`config.mk`:
```
export PLATFORM = sky130hd
export DESIGN_NAME = multicycle_ctrl
export DESIGN_NICKNAME = d
export VERILOG_FILES = /design/src/rtl/multicycle_ctrl.sv
export SDC_FILE = /design/constraint.sdc
export NUM_CORES = 1
export LEC_CHECK = 0
export CAP_MARGIN = 20
export CORE_MARGIN = 2
export CORE_UTILIZATION = 40
export DETAILED_ROUTE_END_ITERATION = 8
export GPL_TIMING_DRIVEN = 0
export PLACE_DENSITY = 0.65
export RECOVER_POWER = 50
export SYNTH_ARGS = -nofsm -noshare
export SYNTH_HDL_FRONTEND = slang
export SYNTH_SLANG_ARGS = --single-unit
export TNS_END_PERCENT = 50
```
`constraint.sdc`:
```
create_clock -name clk -period 2.85 [get_ports clk]
set_input_delay 0.57 -clock clk [delete_from_list [all_inputs] [get_ports clk]]
set_output_delay 0.57 -clock clk [all_outputs]
set_load 0.05 [all_outputs]
```
`src/rtl/multicycle_ctrl.sv`:
```
// rtl/multicycle_ctrl.sv - multi-cycle fetch/decode/exec/mem/writeback control FSM
//
// Purpose:
//   Sequences one instruction at a time through FETCH -> DECODE -> EXEC ->
//   (MEM) -> WB, owns the PC and the retired-instruction counter, drives the
//   instruction/data memory request handshakes and produces one-cycle
//   enables for the IR, register file and PC. Faults park the FSM in HALT,
//   which only reset leaves.
//
// Ports:
//   clk, reset                       clock, synchronous active-high reset
//   dec_mem_rd/_wr/_reg_wr/_branch   decoder control for the current instruction
//   dec_illegal                      decoder: unsupported opcode
//   branch_taken, branch_target      branch outcome and target from datapath
//   imem_req / imem_ack              instruction fetch handshake (addr = pc)
//   dmem_req / dmem_we / dmem_ack    data access handshake
//   ir_load, rf_we                   one-cycle IR latch / register write strobes
//   pc, retired                      current PC, completed-instruction count
//   halted, fault, state_dbg         halt flag, fault code, encoded state

module multicycle_ctrl #(
  parameter logic [31:0] RESET_PC = 32'h0000_0000,
  parameter int unsigned TIMEOUT  = 16,
  parameter int unsigned CNT_W    = 32
) (
  input  logic             clk,
  input  logic             reset,
  input  logic             dec_mem_rd,
  input  logic             dec_mem_wr,
  input  logic             dec_reg_wr,
  input  logic             dec_branch,
  input  logic             dec_illegal,
  input  logic             branch_taken,
  input  logic [31:0]      branch_target,
  output logic             imem_req,
  input  logic             imem_ack,
  output logic             dmem_req,
  output logic             dmem_we,
  input  logic             dmem_ack,
  output logic             ir_load,
  output logic             rf_we,
  output logic [31:0]      pc,
  output logic [CNT_W-1:0] retired,
  output logic             halted,
  output logic [1:0]       fault,
  output logic [2:0]       state_dbg
);

  typedef enum logic [2:0] {
    S_FETCH  = 3'd0,
    S_DECODE = 3'd1,
    S_EXEC   = 3'd2,
    S_MEM    = 3'd3,
    S_WB     = 3'd4,
    S_HALT   = 3'd5
  } state_t;

  localparam logic [1:0] F_NONE    = 2'd0;
  localparam logic [1:0] F_ILLEGAL = 2'd1;
  localparam logic [1:0] F_TIMEOUT = 2'd2;
  localparam logic [1:0] F_MISALGN = 2'd3;

  state_t            state_q, state_d;
  logic [31:0]       pc_q, pc_d;
  logic [CNT_W-1:0]  retired_q, retired_d;
  logic [1:0]        fault_q, fault_d;
  logic [31:0]       tmo_q, tmo_d;

  logic imem_req_c, dmem_req_c, dmem_we_c, ir_load_c, rf_we_c;
  logic tmo_expire;
  logic take_branch;

  // Last allowed request cycle: an ack in this cycle still wins.
  assign tmo_expire  = (TIMEOUT != 0) && (tmo_q == TIMEOUT - 1);
  assign take_branch = dec_branch & branch_taken;

  always_ff @(posedge clk) begin
    if (reset) begin
      state_q   <= S_FETCH;
      pc_q      <= RESET_PC;
      retired_q <= '0;
      fault_q   <= F_NONE;
      tmo_q     <= '0;
    end else begin
      state_q   <= state_d;
      pc_q      <= pc_d;
      retired_q <= retired_d;
      fault_q   <= fault_d;
      tmo_q     <= tmo_d;
    end
  end

  always_comb begin
    state_d    = state_q;
    pc_d       = pc_q;
    retired_d  = retired_q;
    fault_d    = fault_q;
    tmo_d      = tmo_q;
    imem_req_c = 1'b0;
    dmem_req_c = 1'b0;
    dmem_we_c  = 1'b0;
    ir_load_c  = 1'b0;
    rf_we_c    = 1'b0;

    unique case (state_q)
      S_FETCH: begin
        imem_req_c = 1'b1;
        if (imem_ack) begin
          ir_load_c = 1'b1;
          state_d   = S_DECODE;
        end else if (tmo_expire) begin
          state_d = S_HALT;
          fault_d = F_TIMEOUT;
        end else begin
          tmo_d = tmo_q + 32'd1;
        end
      end

      S_DECODE: begin
        if (dec_illegal) begin
          state_d = S_HALT;
          fault_d = F_ILLEGAL;
        end else begin
          state_d = S_EXEC;
        end
      end

      S_EXEC: begin
        if (dec_mem_rd | dec_mem_wr) begin
          state_d = S_MEM;
          tmo_d   = '0;
        end else begin
          state_d = S_WB;
        end
      end

      S_MEM: begin
        dmem_req_c = 1'b1;
        dmem_we_c  = dec_mem_wr;
        if (dmem_ack) begin
          state_d = S_WB;
        end else if (tmo_expire) begin
          state_d = S_HALT;
          fault_d = F_TIMEOUT;
        end else begin
          tmo_d = tmo_q + 32'd1;
        end
      end

      S_WB: begin
        if (take_branch && (branch_target[1:0] != 2'b00)) begin
          // Misaligned target: the instruction does not retire.
          state_d = S_HALT;
          fault_d = F_MISALGN;
        end else begin
          rf_we_c   = dec_reg_wr;
          pc_d      = take_branch ? branch_target : pc_q + 32'd4;
          retired_d = retired_q + CNT_W'(1);
          tmo_d     = '0;
          state_d   = S_FETCH;
        end
      end

      S_HALT: begin
        state_d = S_HALT;
      end

      default: begin
        state_d = S_FETCH;
      end
    endcase
  end

  // Strobes are forced low for the whole reset cycle so an abandoned
  // request never leaks out while the state register is being cleared.
  assign imem_req  = imem_req_c & ~reset;
  assign dmem_req  = dmem_req_c & ~reset;
  assign dmem_we   = dmem_we_c  & ~reset;
  assign ir_load   = ir_load_c  & ~reset;
  assign rf_we     = rf_we_c    & ~reset;

  assign pc        = pc_q;
  assign retired   = retired_q;
  assign halted    = (state_q == S_HALT);
  assign fault     = fault_q;
  assign state_dbg = state_q;

endmodule

```
==> flow_summary.json, run 1 <==
{
  "synth-edff-count": 0,
  "globalRouteMet2Util": 0.370,
  "die_area_sq_um": 14700,
  "drive_gt1_frac": 0.0621,
  "max_slew_margin": 0.517,
  "clkSlewWorstSetupHoldPaths_ps": 70,
  "ys_ff_latch": 101,
  "dp_cells": 997,
  "antenna_found_initial": 0,
  "r2r_cells": 7,
  "ant_nets": 0,
  "drt_iter0_drc": 709,
  "setup_viol": 0,
  "fin_nets": 877,
  "use_met1": 0.341,
  "first_pass_iters": 5,
  "power_density_nw_per_um2": 440,
  "tightestPinTransition_ps": 721,
  "final_common_cell": "dfxtp_1",
  "grt_pass1_vias": 5490,
  "worstHoldStart": "fault[0]",
  "fillers": 1304,
  "stdcell_count": 1013,
  "wl_um": 17800,
  "start_kind": "input pin",
  "vias": 6044,
  "reg2reg_to": "tmo_q[12]",
  "drc": 0,
  "whs_endpoint": "fault[0]",
  "worstHoldPathCells": 2,
  "maxCapViolations": 0,
  "via_per_inst": 5.97,
  "io_buffers": 116,
  "regArea_sq_um": 2020,
  "syn_to_final_growth_pct": 31.6,
  "root_buffer": "clkbuf_16",
  "synth_fp_nets": 750,
  "rr_startpoint": "tmo_q[3]",
  "overflow": 0,
  "netlist_area_sq_um": 5520,
  "busiest_layer": "met2",
  "die_w_um": 121,
  "start_util": 0.413,
  "row_count": 42,
  "fin_skew_ps": 8.64,
  "p_leak_nw": 2.52,
  "reg2reg_slack_ps": 270,
  "synth-async-reset-ratio": 0,
  "finalMaxSlewViolations": 0,
  "post_drt_wl_per_cell_um": 17.6,
  "hp-class": "reg2reg",
  "critPathKind": "in2reg",
  "period_needed_ps": 2750,
  "cp.required_ps": 3130,
  "syn_area_per_cell_sq_um": 7.82,
  "ys.flop_type": "dfxtp_1",
  "cts_max_level": 3,
  "grt_max_degree": 19,
  "path_max_fanout": 10,
  "place_hpwl_um": 13200,
  "rsz0062_at_grt": "yes",
  "die_h_um": 121,
  "grt_pass1_wl_um": 28200,
  "use_met3": 0.0367,
  "final_cell_mix": "dfxtp_1 (100), nand2_1 (74), dlygate4sd3_1 (70)",
  "holdWs_ps": 451,
  "synth.yosys.seq_area_share": 0.367,
  "utilization": 0.544,
  "grtUsageTotal": 0.240,
  "syn_inst": 705,
  "clockBufferDepth": 2,
  "clock-sinks": 101,
  "num_antenna_cells": 0,
  "finalCritPeriodShare": 0.965,
  "gp_congestion": 0.920,
  "synth-warning-count": 0,
  "finalHoldViolCount": 0,
  "status": "complete, no violations",
  "ioPinCount": 117,
  "worstPathArrival_ps": 3030,
  "clkLatencyLatePin_ps": 360,
  "fmax_ghz": 0.364,
  "synth.distinct_cells": 64,
  "core_sq_um": 13300,
  "hold_buffers": 0,
  "peakVddDrop_uv": 264,
  "crit_path_end_kind": "flip-flop",
  "multiInputGateArea_sq_um": 3320,
  "cts_buffers": 9,
  "cts_tree": "done"
}
-- worst max-delay path: stages --
cell and delay, ps:
dlygate4sd3_1 620, and2_0 150, clkbuf_1 410, clkbuf_1 510
clkbuf_2 390, nand2_1 100, o31ai_1 70, nand2_1 90
a21oi_1 120
-- cells in the mapped netlist, types with 3 or more instances --
library cell  instances  share of area
a211oi_1              5         0.0068
a21o_1                5         0.0068
a21oi_1              62          0.056
a221oi_1              3         0.0048
a22oi_1               4         0.0054
a31o_2                3         0.0048
a31oi_1               9          0.010
a32o_1                7          0.013
and2_1                7         0.0079
and3_1                8         0.0091
and4_1               11          0.017
buf_1                 3         0.0020
buf_2                 5         0.0045
clkbuf_1             34          0.023
dfxtp_1             101           0.37
ha_1                  3         0.0068
inv_1                13         0.0088
mux2_2                3         0.0061
mux2i_1               3         0.0054
nand2_1              74          0.050
nand3_1              35          0.032
nand4_1              40          0.045
nor2_1               57          0.039
nor3_1               23          0.021
nor4_1               16          0.018
o211ai_1              5         0.0068
o21a_1                4         0.0054
o21ai_0              35          0.032
o311a_1               3         0.0054
o31ai_1              15          0.020
or3_1                32          0.036
or4_1                13          0.018
xnor2_1              10          0.016
xor2_1               16          0.025
-- area by class of cell --
type / count / area share
Clock buffer: 10 / 0.0315
Timing Repair Buffer: 119 / 0.161
Buffer: 41 / 0.0259
Clock inverter: 6 / 0.00741
Tap cell: 176 / 0.0303
Inverter: 14 / 0.00724
Multi-Input combinational cell: 546 / 0.458
Sequential cell: 101 / 0.279
-- sequential cells by signal (all words and copies together), names as in the netlist --
| signal | count |
|---|---|
| pc | 32 |
| retired | 32 |
| tmo_q | 32 |
| state_dbg | 3 |
| fault | 2 |
-- worst max path at each step --
stage | slack (ps) | endpoint | cells past startpoint | startpoint
after detailed placement | -1260 | rf_we | 8 | branch_target[0]
after CTS | 5 | rf_we | 8 | state_dbg[1]
after global placement | -1260 | rf_we | 8 | branch_target[0]
final | 100 | pc[11] | 9 | branch_taken
after floorplan | -160 | rf_we | 8 | state_dbg[1]
after global routing | -9 | pc[11] | 9 | branch_taken
-- layer usage --
metal | wire length [um] | up-vias
met5 | 0 | -
met4 | 334 | 0
met3 | 1100 | 29
met2 | 8160 | 218
met1 | 8230 | 2881
li1 | - | 2916
-- timing repair --
item                                    4_1_cts  5_1_grt
pin swaps                                     0        2
endpoints found under the setup margin       11       23
gates cloned                                  0        0
gates resized for setup                      23       10
buffers inserted                              0        2
-- per-stage QoR --
stage	area, sq um	power, mW	setup WS [ps]	TNS (ps)
after CTS	7220	3.22	4.83	0
after global routing	7260	3.32	-8.62	-16.2
after global placement	6920	2.02	-1260	-15230
final	7260	3.19	99.8	0
after floorplan	5540	1.81	-162	-162
after detailed placement	6920	2.02	-1260	-16890
-- power by group --
part / total (mW) / switching [mW] / internal (mW) / leakage, nW
sequential: 1.47 / 0.0340 / 1.44 / 0.815
clock: 1.20 / 0.587 / 0.611 / 0.136
combinational: 0.523 / 0.340 / 0.183 / 1.57
-- logic make-up after synthesis --
| family | after synthesis | synth area share |
|---|---|---|
| adder cells (fa/ha/maj) | 3 | 0.00681 |
| XOR/XNOR | 26 | 0.0413 |
| AND/OR/NAND/NOR | 329 | 0.316 |
| multiplexers | 6 | 0.0116 |
| buffers and inverters | 58 | 0.0433 |
| AO/OA/AOI/OAI | 182 | 0.214 |
| flip-flops | 101 | 0.367 |
Note: power is estimated with default switching activity, not from simulation.
==> run 2: changes to the inputs <==
CORE_UTILIZATION = 30   (was 40)
CTS_CLUSTER_DIAMETER = 80   (was default)
PLACE_DENSITY = default   (was 0.65)
==> flow_summary.json, run 2 (same netlist as run 1, synthesis figures left out) <==
{
  "root_buffer": "clkbuf_16",
  "clockBufferDepth": 2,
  "critPathKind": "reg2reg",
  "post_drt_wl_per_cell_um": 16.6,
  "worstPathArrival_ps": 3030,
  "place_hpwl_um": 13000,
  "die_h_um": 140,
  "drt_iter0_drc": 397,
  "rr_startpoint": "pc[2]",
  "grt_max_degree": 18,
  "worstSetupEndpoint": "pc[30]",
  "grt_pass1_vias": 5412,
  "combPwrFrac": 0.161,
  "start_util": 0.306,
  "cts_max_level": 3,
  "num_antenna_cells": 0,
  "drc": 0,
  "power_frac_clock": 0.389,
  "crit_start": "pc[2]",
  "vias": 5893,
  "reg2reg_to": "pc[30]",
  "hp-class": "reg2reg",
  "r2r_cells": 6,
  "peakVddDrop_uv": 301,
  "p_leak_nw": 2.28,
  "overflow": 0,
  "power_density_nw_per_um2": 445,
  "fin_skew_ps": 5.85,
  "die_area_sq_um": 19500,
  "row_count": 49,
  "swShare": 0.293,
  "setup_viol": 0,
  "drive_gt1_frac": 0.0609,
  "antenna_found_initial": 0,
  "rsz0062_at_grt": "yes",
  "finalHoldViolCount": 0,
  "tightestPinTransition_ps": 1110,
  "fin_nets": 877,
  "start_kind": "flip-flop",
  "cts_buffers": 9,
  "clock-sinks": 101,
  "period_needed_ps": 2750,
  "first_pass_iters": 5,
  "final_cell_mix": "clkdlybuf4s50_1 (110), dfxtp_1 (100), nand2_1 (74)",
  "path_max_fanout": 9,
  "fmax_ghz": 0.363,
  "utilization": 0.407,
  "seq_power_share": 0.450,
  "p_int_mw": 2.31,
  "finalCritPeriodShare": 0.966,
  "wl_um": 17700,
  "hold_buffers": 0,
  "crit_path_end_kind": "flip-flop",
  "final_common_cell": "clkdlybuf4s50_1",
  "max_slew_margin": 0.254,
  "reg2reg_slack_ps": 100,
  "worstHoldPathCells": 2,
  "gp_congestion": 0.873,
  "ioPinCount": 117,
  "status": "complete, no violations",
  "cts_tree": "done",
  "grt_pass1_wl_um": 28500,
  "die_w_um": 140,
  "finalSetupTns_ps": 0,
  "clkLatencyLatePin_ps": 350,
  "ant_nets": 0,
  "p_sw_uw": 957,
  "syn_to_final_growth_pct": 33.1,
  "clkSlewWorstSetupHoldPaths_ps": 70,
  "io_buffers": 116,
  "maxCapViolations": 0,
  "finalMaxSlewViolations": 0,
  "grtUsageTotal": 0.180,
  "core_sq_um": 18000,
  "cp.required_ps": 3130,
  "via_per_inst": 5.53
}
-- run 2: area by class of cell --
type / instances / area [sq um]
Clock inverter: 7 / 75.1
Tap cell: 229 / 287
Clock buffer: 9 / 225
Buffer: 41 / 188
Sequential cell: 101 / 2020
Multi-Input combinational cell: 546 / 3320
Inverter: 14 / 52.6
Fill cell: 1884 / 10700
Timing Repair Buffer: 119 / 1170
-- run 2: how the worst min path moves through the flow --
stage                          from   endpoint  slack [ps]
after floorplan           tmo_q[31]  tmo_q[31]         460
after global placement     fault[0]   fault[0]         450
after detailed placement   fault[0]   fault[0]         440
after CTS                  fault[0]   fault[0]         470
after global routing       fault[0]   fault[0]         480
final                      fault[0]   fault[0]         460
-- run 2: repair_timing --
item / in CTS / in global routing
pin swaps: 0 / 1
resized for setup: 20 / 9
buffers inserted: 0 / 3
endpoints found under the setup margin: 7 / 21
-- run 2: worst max-delay path, stage by stage (launching register included) --
cell and delay [ps]:
dfxtp_1 410, ha_1 240, nand4_1 260, nor3_1 920, nand4_1 290, or3_1 400, a31oi_1 160
-- run 2: stage by stage --
stage / std cells / worst slack, ps / cell area (sq um) / power [mW] / hold slack, ps
after floorplan: 705 / -162 / 5540 / 1.81 / 458
final: 1066 / 96.0 / 7340 / 3.27 / 462
after CTS: 1064 / -102 / 7300 / 3.30 / 466
after global routing: 1066 / -12.8 / 7340 / 3.40 / 483
after global placement: 1050 / -1310 / 6990 / 2.02 / 447
after detailed placement: 1050 / -1290 / 6990 / 2.01 / 444
-- run 2: per-layer routing --
metal  wire, um  vias up  part of all wire  track usage
li1           -     2913                 -            -
met1       8580     2793              0.48        0.255
met2       7830      165              0.44        0.273
met3       1090       22             0.062       0.0434
met4        206        0             0.012       0.0489
met5          0        -                 0            0
-- run 2: power by group through the flow --
stage	clock network [mW]	registers, mW	logic [mW]
floorplan	0	1.56	0.249
global placement	0	1.50	0.513
detailed placement	0	1.50	0.512
CTS	1.31	1.47	0.514
global route	1.36	1.48	0.564
finish	1.27	1.47	0.526
